**src/rtl/cic_decim_ctrl.sv**
```systemverilog
// Sequencing controller for a STAGES-deep CIC decimator: integrator qualify, comb strobe wave, rate changes.
// Optional macro CIC_FLUSH_EN blanks the first STAGES new-rate outputs after every rate change.
module cic_decim_ctrl #(
  parameter int STAGES       = 3,
  parameter int RATE_WIDTH   = 8,
  parameter int DEFAULT_RATE = 4
) (
  input  logic                  clk,
  input  logic                  reset_n,
  input  logic                  inp_samp_str,
  input  logic [RATE_WIDTH-1:0] rate_val,
  input  logic                  rate_req,
  output logic                  rate_ack,
  output logic                  int_str,
  output logic [STAGES-1:0]     comb_str,
  output logic                  out_samp_str,
  output logic [RATE_WIDTH-1:0] cur_rate,
  output logic                  busy
);

  localparam logic [RATE_WIDTH-1:0] RATE_ONE = RATE_WIDTH'(1);
  localparam logic [RATE_WIDTH-1:0] RATE_RST = RATE_WIDTH'(DEFAULT_RATE);

  typedef enum logic [1:0] {
    ST_RUN   = 2'd0,
    ST_PEND  = 2'd1
`ifdef CIC_FLUSH_EN
    ,
    ST_FLUSH = 2'd2
`endif
  } state_e;

`ifdef CIC_FLUSH_EN
  localparam state_e ST_APPLY = ST_FLUSH;
`else
  localparam state_e ST_APPLY = ST_RUN;
`endif

  state_e                  state_q, state_d;
  logic [RATE_WIDTH-1:0]   cnt_q, cnt_d;
  logic [RATE_WIDTH-1:0]   rate_q, rate_d;
  logic                    tick_q, int_q, ack_q, out_q;
  logic [STAGES-1:0]       tok_q;
  logic                    tick, apply, suppress;
  logic                    flush_done;

  assign tick  = inp_samp_str && (cnt_q == (rate_q - RATE_ONE));
  assign apply = tick && rate_req;

  always_comb begin
    cnt_d = cnt_q;
    if (tick)
      cnt_d = '0;
    else if (inp_samp_str)
      cnt_d = cnt_q + RATE_ONE;
  end

  always_comb begin
    rate_d = rate_q;
    if (apply)
      rate_d = (rate_val == '0) ? RATE_ONE : rate_val;
  end

`ifdef CIC_FLUSH_EN
  // Each token carries a flag marking whether its output must be blanked.
  logic [3:0]        launch_q, launch_d;
  logic              tick_flag_q;
  logic [STAGES-1:0] flag_q;
  logic              flag_launch;

  assign flag_launch = tick && !apply && (state_q == ST_FLUSH) && (launch_q != 4'd0);
  assign suppress    = flag_q[STAGES-1];
  assign flush_done  = (launch_q == 4'd0) && !tick_flag_q && (flag_q == '0);

  always_comb begin
    launch_d = launch_q;
    if (apply)
      launch_d = 4'(STAGES);
    else if (flag_launch)
      launch_d = launch_q - 4'd1;
  end

  always_ff @(posedge clk or negedge reset_n) begin
    if (!reset_n) begin
      launch_q    <= 4'd0;
      tick_flag_q <= 1'b0;
      flag_q      <= '0;
    end else begin
      launch_q    <= launch_d;
      tick_flag_q <= flag_launch;
      flag_q[0]   <= tick_flag_q;
      for (int k = 1; k < STAGES; k++)
        flag_q[k] <= flag_q[k-1];
    end
  end
`else
  assign suppress   = 1'b0;
  assign flush_done = 1'b1;
`endif

  // State register
  always_ff @(posedge clk or negedge reset_n) begin
    if (!reset_n)
      state_q <= ST_RUN;
    else
      state_q <= state_d;
  end

  // Next-state logic
  always_comb begin
    state_d = state_q;
    case (state_q)
      ST_RUN: begin
        if (apply)
          state_d = ST_APPLY;
        else if (rate_req)
          state_d = ST_PEND;
      end
      ST_PEND: begin
        if (apply)
          state_d = ST_APPLY;
        else if (!rate_req)
          state_d = ST_RUN;
      end
`ifdef CIC_FLUSH_EN
      ST_FLUSH: begin
        if (apply)
          state_d = ST_FLUSH;
        else if (flush_done)
          state_d = rate_req ? ST_PEND : ST_RUN;
      end
`endif
      default: state_d = ST_RUN;
    endcase
  end

  // Outputs
  always_comb begin
    busy         = (state_q != ST_RUN) || rate_req;
    rate_ack     = ack_q;
    int_str      = int_q;
    comb_str     = tok_q;
    out_samp_str = out_q;
    cur_rate     = rate_q;
  end

  // tick_q aligns the wave one cycle behind int_str so comb stage 0 sees the fresh integrator sum.
  always_ff @(posedge clk or negedge reset_n) begin
    if (!reset_n) begin
      cnt_q  <= '0;
      rate_q <= RATE_RST;
      tick_q <= 1'b0;
      int_q  <= 1'b0;
      ack_q  <= 1'b0;
      out_q  <= 1'b0;
      tok_q  <= '0;
    end else begin
      cnt_q    <= cnt_d;
      rate_q   <= rate_d;
      tick_q   <= tick;
      int_q    <= inp_samp_str;
      ack_q    <= apply;
      out_q    <= tok_q[STAGES-1] && !suppress;
      tok_q[0] <= tick_q;
      for (int k = 1; k < STAGES; k++)
        tok_q[k] <= tok_q[k-1];
    end
  end

  logic unused_ok;
  assign unused_ok = flush_done;

endmodule

```
**config.mk**
```make
export PLATFORM = sky130hd
export DESIGN_NAME = cic_decim_ctrl
export DESIGN_NICKNAME = d
export VERILOG_FILES = /design/src/rtl/cic_decim_ctrl.sv
export SDC_FILE = /design/constraint.sdc
export NUM_CORES = 1
export LEC_CHECK = 0
export BUFFER_PORTS_ARGS = -buffer_cell sky130_fd_sc_hd__buf_2
export CORE_UTILIZATION = 51
export DETAILED_ROUTE_END_ITERATION = 6
export PLACE_DENSITY = 0.76
export SKIP_LAST_GASP = 1
export SLEW_MARGIN = 20
export SYNTH_ARGS = -nofsm -noshare
export SYNTH_HDL_FRONTEND = slang
export SYNTH_SLANG_ARGS = --single-unit
```
**constraint.sdc**
```tcl
create_clock -name clk -period 4.1 [get_ports clk]
set_input_delay 0.82 -clock clk [delete_from_list [all_inputs] [get_ports clk]]
set_output_delay 0.82 -clock clk [all_outputs]
set_load 0.01 [all_outputs]
```
* After elaboration in Yosys (flattened, before gate mapping)
Cells that the tools add are included.
** Word-level totals
- Bits in registers :: 25
- Input bits :: 12
- Output and inout port bits :: 15
** Operators by class
- $add $sub $neg :: 2
- Equality and inequality tests :: 4
- Multiplexer cells :: 8
- Reductions and logical operators :: 8
** Operators with widths (count)
- $mux 8 :: 3
- $add 8x1->8 const B :: 1
- $eq 8x8->1 :: 1
- $logic_not 8->1 :: 1
- $mux 2 :: 4
- $sub 8x1->8 const B :: 1
- $ne 3x3->1 const B :: 2
- $pmux 2 s2 :: 1
- $reduce_bool 2->1 :: 2
- $eq 2x1->1 const B :: 1
- $logic_and 1x1->1 :: 2
- $logic_not 2->1 :: 1
- $reduce_and 2->1 :: 1
- $logic_or 1x1->1 :: 1

* Longest topological paths before layout
Gate-level depths: netlist of the first run.
- Word-level depth :: 6
- Gate-level depth with buffers :: 8
- Mapped depth without buffers :: 7

* Worst setup path before layout of the first run
Ideal clock, no wire load.
- Path kind :: register -> register
- Start :: register rate_q[0], in the netlist cur_rate[0]
- End :: register rate_q[1], in the netlist cur_rate[1]
- Library setup time :: 0.125 ns
- Arrival :: 2.063 ns
- Required time :: 3.975 ns
- Path slack :: 1.912 ns
- Cell stages (with the launch flop) :: 8
- Path buffers :: 0
- Cell sequence :: dfrtp_1 -> inv_1 -> ha_1 -> nor2b_1 -> or3_1 -> a31oi_4 -> nand4_4 -> mux2_4
** On the way
- Word-level cells in the longest chain between the ends :: 4
** Ends and longest elaborated chain
- start, declared :: RTL line 41 : logic [RATE_WIDTH-1:0] rate_q, rate_d;
- start signal, assigned :: RTL line 159 : rate_q <= rate_d;
- $sub 8x1->8 :: RTL line 47 : assign tick = inp_samp_str && (cnt_q == (rate_q - RATE_ONE));
- $eq 8x8->1 :: RTL line 47
- $logic_and 1x1->1 :: RTL line 47
- $logic_and 1x1->1 :: RTL line 48 : assign apply = tick && rate_req;
No other way between the ends.
A chain may end at the register's enable or synchronous reset.

* Final worst setup path of the first run
Ends and elaborated chain as after synthesis.

==> results of run 1 <==
==> sequential cells by signal, indices dropped and copies added (netlist names) <==
| signal | cells |
|---|---|
| cur_rate | 8 |
| tick_q | 1 |
| int_str | 1 |
| cnt_q | 8 |
| comb_str | 3 |
| rate_ack | 1 |
| out_samp_str | 1 |
| state_q | 1 |
==> cell families after synthesis <==
| logic type | Yosys count | synth area share [%] |
|---|---|---|
| DFF | 24 | 49.6 |
| muxes | 9 | 10.4 |
| and+or+nand+nor | 36 | 18.6 |
| xor gates and xnor gates | 14 | 10.1 |
| buffers and inverters | 5 | 1.65 |
| adders and majority gates | 2 | 2.06 |
| AOI/OAI and AO/OA | 10 | 7.53 |
==> synth_stat cells <==
| library cell | instances |
|---|---|
| a211oi_4 | 1 |
| a21o_1 | 1 |
| a21oi_1 | 2 |
| a21oi_2 | 1 |
| a31oi_1 | 2 |
| a31oi_4 | 1 |
| and3_1 | 2 |
| and3_2 | 1 |
| and3b_2 | 1 |
| buf_2 | 1 |
| dfrtp_1 | 23 |
| dfstp_2 | 1 |
| ha_1 | 2 |
| inv_1 | 3 |
| inv_2 | 1 |
| mux2_2 | 1 |
| mux2_4 | 7 |
| mux2i_1 | 1 |
| nand2_1 | 4 |
| nand3_1 | 3 |
| nand4_1 | 2 |
| nand4_4 | 1 |
| nor2_1 | 10 |
| nor2b_1 | 3 |
| nor3_1 | 4 |
| nor4_1 | 1 |
| nor4_2 | 1 |
| nor4b_4 | 1 |
| o21ai_0 | 1 |
| o22ai_1 | 1 |
| or2_2 | 1 |
| or3_1 | 1 |
| xnor2_1 | 8 |
| xor2_1 | 6 |
==> metrics by stage <==
stage | power, mW | util (%)
after CTS | 1.09 | 63.8
after global placement | 0.898 | 61.5
after floorplan | 0.787 | -
final | 1.09 | 63.8
after global routing | 1.16 | 63.8
after detailed placement | 0.922 | 61.5
==> power groups by stage <==
stage          Sequential, mW  Clock, mW  Combinational (mW)
4_1_cts                 0.420      0.175               0.499
2_1_floorplan           0.422          0               0.365
3_3_place_gp            0.418          0               0.479
3_5_place_dp            0.424          0               0.497
5_1_grt                 0.433      0.185               0.545
6_report                0.420      0.168               0.497
==> layer usage <==
metal	up-vias	GRT usage, %	share of wire, %
met5	-	0	0
met4	0	9.26	0.53
met3	2	4.24	3.8
met2	17	30.7	50
met1	414	28.8	46
li1	406	-	-
==> worst register-to-register path: cells and delay by family (launching register included) <==
family	cells	cell delay [ns]
multiplexers	1	0.38
AO/OA/AOI/OAI	1	0.23
buffers and inverters	1	0.09
adder cells (fa/ha/maj)	1	0.27
AND/OR/NAND/NOR	3	0.79
flip-flops	1	0.46
==> worst paths after layout <==
| check | endpoint | slack [ns] | cells past startpoint |
|---|---|---|---|
| max | cur_rate[1] | 1.78 | 7 |
| min | comb_str[0] | 0.37 | 0 |
| max reg2reg | cur_rate[1] | 1.78 | 7 |
| min reg2reg | comb_str[0] | 0.37 | 0 |
| max in group asynchronous | cur_rate[2] | 3.27 | 1 |
| min in group asynchronous | cnt_q[0] | 0.47 | 1 |
==> final cells by class <==
cell class	count	area, sq um	share of cell area [%]
clock inverters	1	30.0	2.11
inverters	4	15.0	1.05
clock buffers	3	22.5	1.58
flip-flops and latches	24	602	42.2
well taps	28	35.0	2.46
multi-input cells	71	591	41.4
repair buffers	26	130	9.13
==> impl_results.md, run 1 <==
* Status: finished clean
* Share of cells above drive strength 1 at a little under two fifths
* Crit path max fanout at 9
* Die area at ~0.0026 sq mm
* TritonCTS clock tree: built
* Clock transition at the registers of the reported paths at 0.13 ns
* Peak VDD IR at 519 uV
* Max Cap Viol at 0
* Netlist cell types at 34
* Port buffer count at 26
* DR DRC count at 0
* Seq/Total Area, Yosys at approximately 50%
* Leakage at 0.725 nW
* Final worst path period share at 56.6%
* Pre-CTS setup slack at 1.80 ns
* First-pass GRT wire length at around 3.8 mm
* Final hold vios at 0
* Post-CTS resize count at 0
* Antenna cells at 0
* PD cells at 762 mW/mm^2
* Crit path kind: reg2reg
* Wirelength per Cell at 14.4 microns
* Clock network fraction of total power at between 15 and 20%
* Worst-margin pin slew at 0.527 ns
* Post-DP HPWL at approximately 1.7 mm
* Vias at 839
* Commonest non-fill, non-tap cells in the layout: 26 x buf_2, 23 x dfrtp_1, 10 x nor2_1
* Setup ws final at roughly 1.8 ns
* Initial antenna violation count at 0
* Dpl cells at 153
* Fillers at 180
* Synth-to-Final Area Change at 17.5%
* Syn_nets at 114
* # setup viols final at 0
* Vias per cell at between 5 and 6
* CP Cell Sequence: inv_1 -> ha_1 -> nor2b_1 -> or3_1 -> a31oi_4 -> nand4_4 -> mux2_4
* Syn Std Cell Area at 0.00121 sq mm
* Antenna viol nets, final at 0
* Total routing usage reported by global routing at 20.6%
* NetSw at 0.430 mW
* Final Cell Area at 0.00143 sq mm
* Leading cell type in the layout, fill and taps excluded: buf_2
* Post-Syn Instances at 100
* Clk root buf: clkbuf_4
* Reg2reg start: cur_rate[0]
* Grt total ovfl at 0
* Core area at around 0.0022 sq mm
* Die Wd at between 50 and 60 microns
* Sequential share of power at 38.7%
* First-pass DRT Iterations at 4
* Comb power frac at 45.8%
* Row cnt at 17
* Clock Skew at ~0.0027 ns
* Syn Area/Cell at 12.1 sq um
* Slew HR at 64.9%
* CP Capture Type: flip-flop
* CTS Buffer Depth at 2
* Final hold slack at ~0.37 ns
* Fmax at 431 MHz
* CP Buf/Inv Count at 1
* Fin nets at around 140
* Fin. max-slew vios at 0
* Hold Crit Start: tick_q
* Type of the worst min-delay path: reg2reg
* Unrepaired setup endpoints after global routing: no
* Critical path's slowest cell: dfrtp_1
* Crit path max-delay family: simple AND/OR/NAND/NOR gates
* Cell Area, Placed at 0.00137 sq mm
* H-tree depth at 1
* Yosys top cell by area: dfrtp_1
* Max incr delay on CP at 0.46 ns
* Num CTS Buffers at 3
* Worst Setup SP: cur_rate[0]
* Skew-Pair Late Insertion Delay at 0.31 ns
* Routability cong. at 0.923
* Ys Warns at 0
* Number of global-route vias before repair at 837
* Largest net degree at the start of global routing at 25
* Drt total wl at 2.25 mm
* Drt first-iter violations at 10
* TNS Setup at 0 ns
* Effective utilization at floorplan at 54.3%
* Hold Buf Count CTS at 0
* Synth Register Bits at 24
* Post-layout minimum cycle time at between 2 and 2.5 ns
* Sw Ratio at 39.6%
* Top-area cell type share of the netlist area at 47.5%
* Area contributors post-synth: dfrtp_1 47%, mux2_4 8.7%, xnor2_1 5.8%
* Post-Layout Cell Count at approximately 160
* Chip height at 50.8 microns
* Internal at between 0.6 and 0.7 mW
* Req. time, crit path at approximately 4.3 ns
* Setup crit start kind: flip-flop
* Number of I/O pins at 27
* # clock sinks at 24
* Post-CTS setup buffer count at 0
* Critical path data arrival time at approximately 2.5 ns
No activity file was read; power rests on OpenSTA's default activity.
==> run 2, diff against run 1 <==
CORE_UTILIZATION = 47   (was 51)
PLACE_DENSITY = 0.74   (was 0.76)
clock period = 2.12 ns   (was 4.1 ns; I/O delays follow)
==> run 2 against run 1 <==
Sequential share of layout area fell by 4.4 points; die area rose by 8.2%; largest cell class is now multi-input combinational cells; critical path type unchanged; via count rose by 9.2%; critical endpoint is now cur_rate[7]; clock skew barely moved.
==> impl_results.md, run 2 (synthesis gave the netlist of run 1 again) <==
* Status: finished clean
* Synth-to-Final Area Change at 31.5%
* Drt first-iter violations at 11
* Antenna cells at 0
* Multi-input gate area at 654 sq um
* Drt total wl at around 2.7 mm
* Critical path's slowest cell: dfstp_2
* Total routing usage reported by global routing at 19.8%
* Req. time, crit path at between 2 and 2.5 ns
* Critical path data arrival time at ~2.3 ns
* Clock transition at the registers of the reported paths at roughly 0.13 ns
* Die area at 0.00279 sq mm
* Unrepaired setup endpoints after global routing: yes
* Crit path max fanout at 5
* Fmax at roughly 480 MHz
* Core area at 0.00245 sq mm
* # setup viols final at 0
* Post-DP HPWL at 1.79 mm
* Final worst path period share at 97.4%
* H-tree depth at 1
* Port buffer count at 26
* Routability cong. at between 0.9 and 1
* Final hold vios at 0
* First-pass DRT Iterations at 4
* Setup crit start kind: flip-flop
* Fillers at about 180
* Clk root buf: clkbuf_4
* Chip height at roughly 53 microns
* Crit path max-delay family: flip-flops
* Grt total ovfl at 0
* TritonCTS clock tree: built
* Largest net degree at the start of global routing at 25
* Cell Area, Placed at 0.00144 sq mm
* Number of global-route vias before repair at roughly 860
* Max incr delay on CP at 0.61 ns
* Overall Power at 2.47 mW
* First-pass GRT wire length at 3.97 mm
* CP Cell Sequence: buf_6 -> nor3_4 -> a21o_1 -> a211oi_4 -> nand4_4 -> mux2_4
* # clock sinks at 24
* Skew-Pair Late Insertion Delay at 0.31 ns
* Worst-margin pin slew at between 0.5 and 0.6 ns
* Slew HR at 63.7%
* CP Capture Type: flip-flop
* Num CTS Buffers at 3
* Clock Skew at 0.00283 ns
* Final Cell Area at 0.00159 sq mm
* DR DRC count at 0
* Crit path kind: reg2reg
* Max Cap Viol at 0
* CP Buf/Inv Count at 1
* Row cnt at 18
* Leading cell type in the layout, fill and taps excluded: buf_2
* CTS Buffer Depth at 2
* Share of cells above drive strength 1 at 48.3%
* Fin. max-slew vios at 0
* Post-Layout Cell Count at between 150 and 200
* Sequential Area at 603 sq um
* Fin nets at 158
* Commonest non-fill, non-tap cells in the layout: 26 x buf_2, 22 x dfrtp_1, 12 x buf_4
* Initial antenna violation count at 0
* Die Wd at 52.8 microns
* PD cells at 1550 mW/mm^2
* Antenna viol nets, final at 0
* Vias per cell at 5.29
* Leakage at 0.800 nW
* Dpl cells at 164
* Type of the worst min-delay path: in2async
* Peak VDD IR at ~920 uV
* Effective utilization at floorplan at roughly half
* Post-layout minimum cycle time at 2.07 ns
* Number of I/O pins at 27
* Vias at 916
* Wirelength per Cell at 15.4 microns
## run 2: final timing paths
check | end | start | depth (start not counted) | slack (ns)
setup / recovery | cur_rate[7] | cur_rate[2] | 6 | 0.05
hold / removal | cur_rate[1] | reset_n | 1 | 0.08
setup reg to reg | cur_rate[7] | cur_rate[2] | 6 | 0.05
hold reg to reg | comb_str[0] | tick_q | 0 | 0.37
max in group asynchronous | cur_rate[0] | reset_n | 1 | 1.65
min in group clk | int_str | inp_samp_str | 1 | 0.31
## run 2: layout make-up
type	instances	share of cell area, %
Timing Repair Buffer	39	14.5
Tap cell	30	2.35
Multi-Input combinational cell	72	41.1
Inverter	4	0.942
Clock inverter	1	1.88
Sequential cell	24	37.8
Clock buffer	3	1.41
## run 2: metrics by stage
stage / hold WS [ns] / setup TNS, ns / util [%] / setup WS [ns]
after floorplan: 0.128 / 0 / - / 0.00197
after global placement: 0.336 / 0 / 58.8 / 0.0219
after detailed placement: 0.336 / -0.0683 / 58.8 / -0.0164
after CTS: 0.0787 / -0.00933 / 62.2 / -0.00893
after global routing: 0.0915 / -0.268 / 64.9 / -0.0594
final: 0.0788 / 0 / 64.9 / 0.0545
## run 2: power by group
part	switching [mW]	internal [mW]	leakage (nW)	total [mW]
logic	0.698	0.669	0.464	1.37
clock network	0.135	0.191	0.0279	0.326
registers	0.168	0.608	0.308	0.776
## run 2: metal layers
metal | part of all wire (%) | GRT usage (%)
met1 | 44 | 26.5
met2 | 53 | 32.5
met3 | 2.1 | 2.90
met4 | 0.52 | 7.02
met5 | 0 | 0
## run 2: timing repair
item,in CTS,in global routing
cloned,1,0
gates resized for setup,2,8
setup buffers,1,3
hold buffers,0,0
pin swaps,2,8
endpoints found under the setup margin,6,13
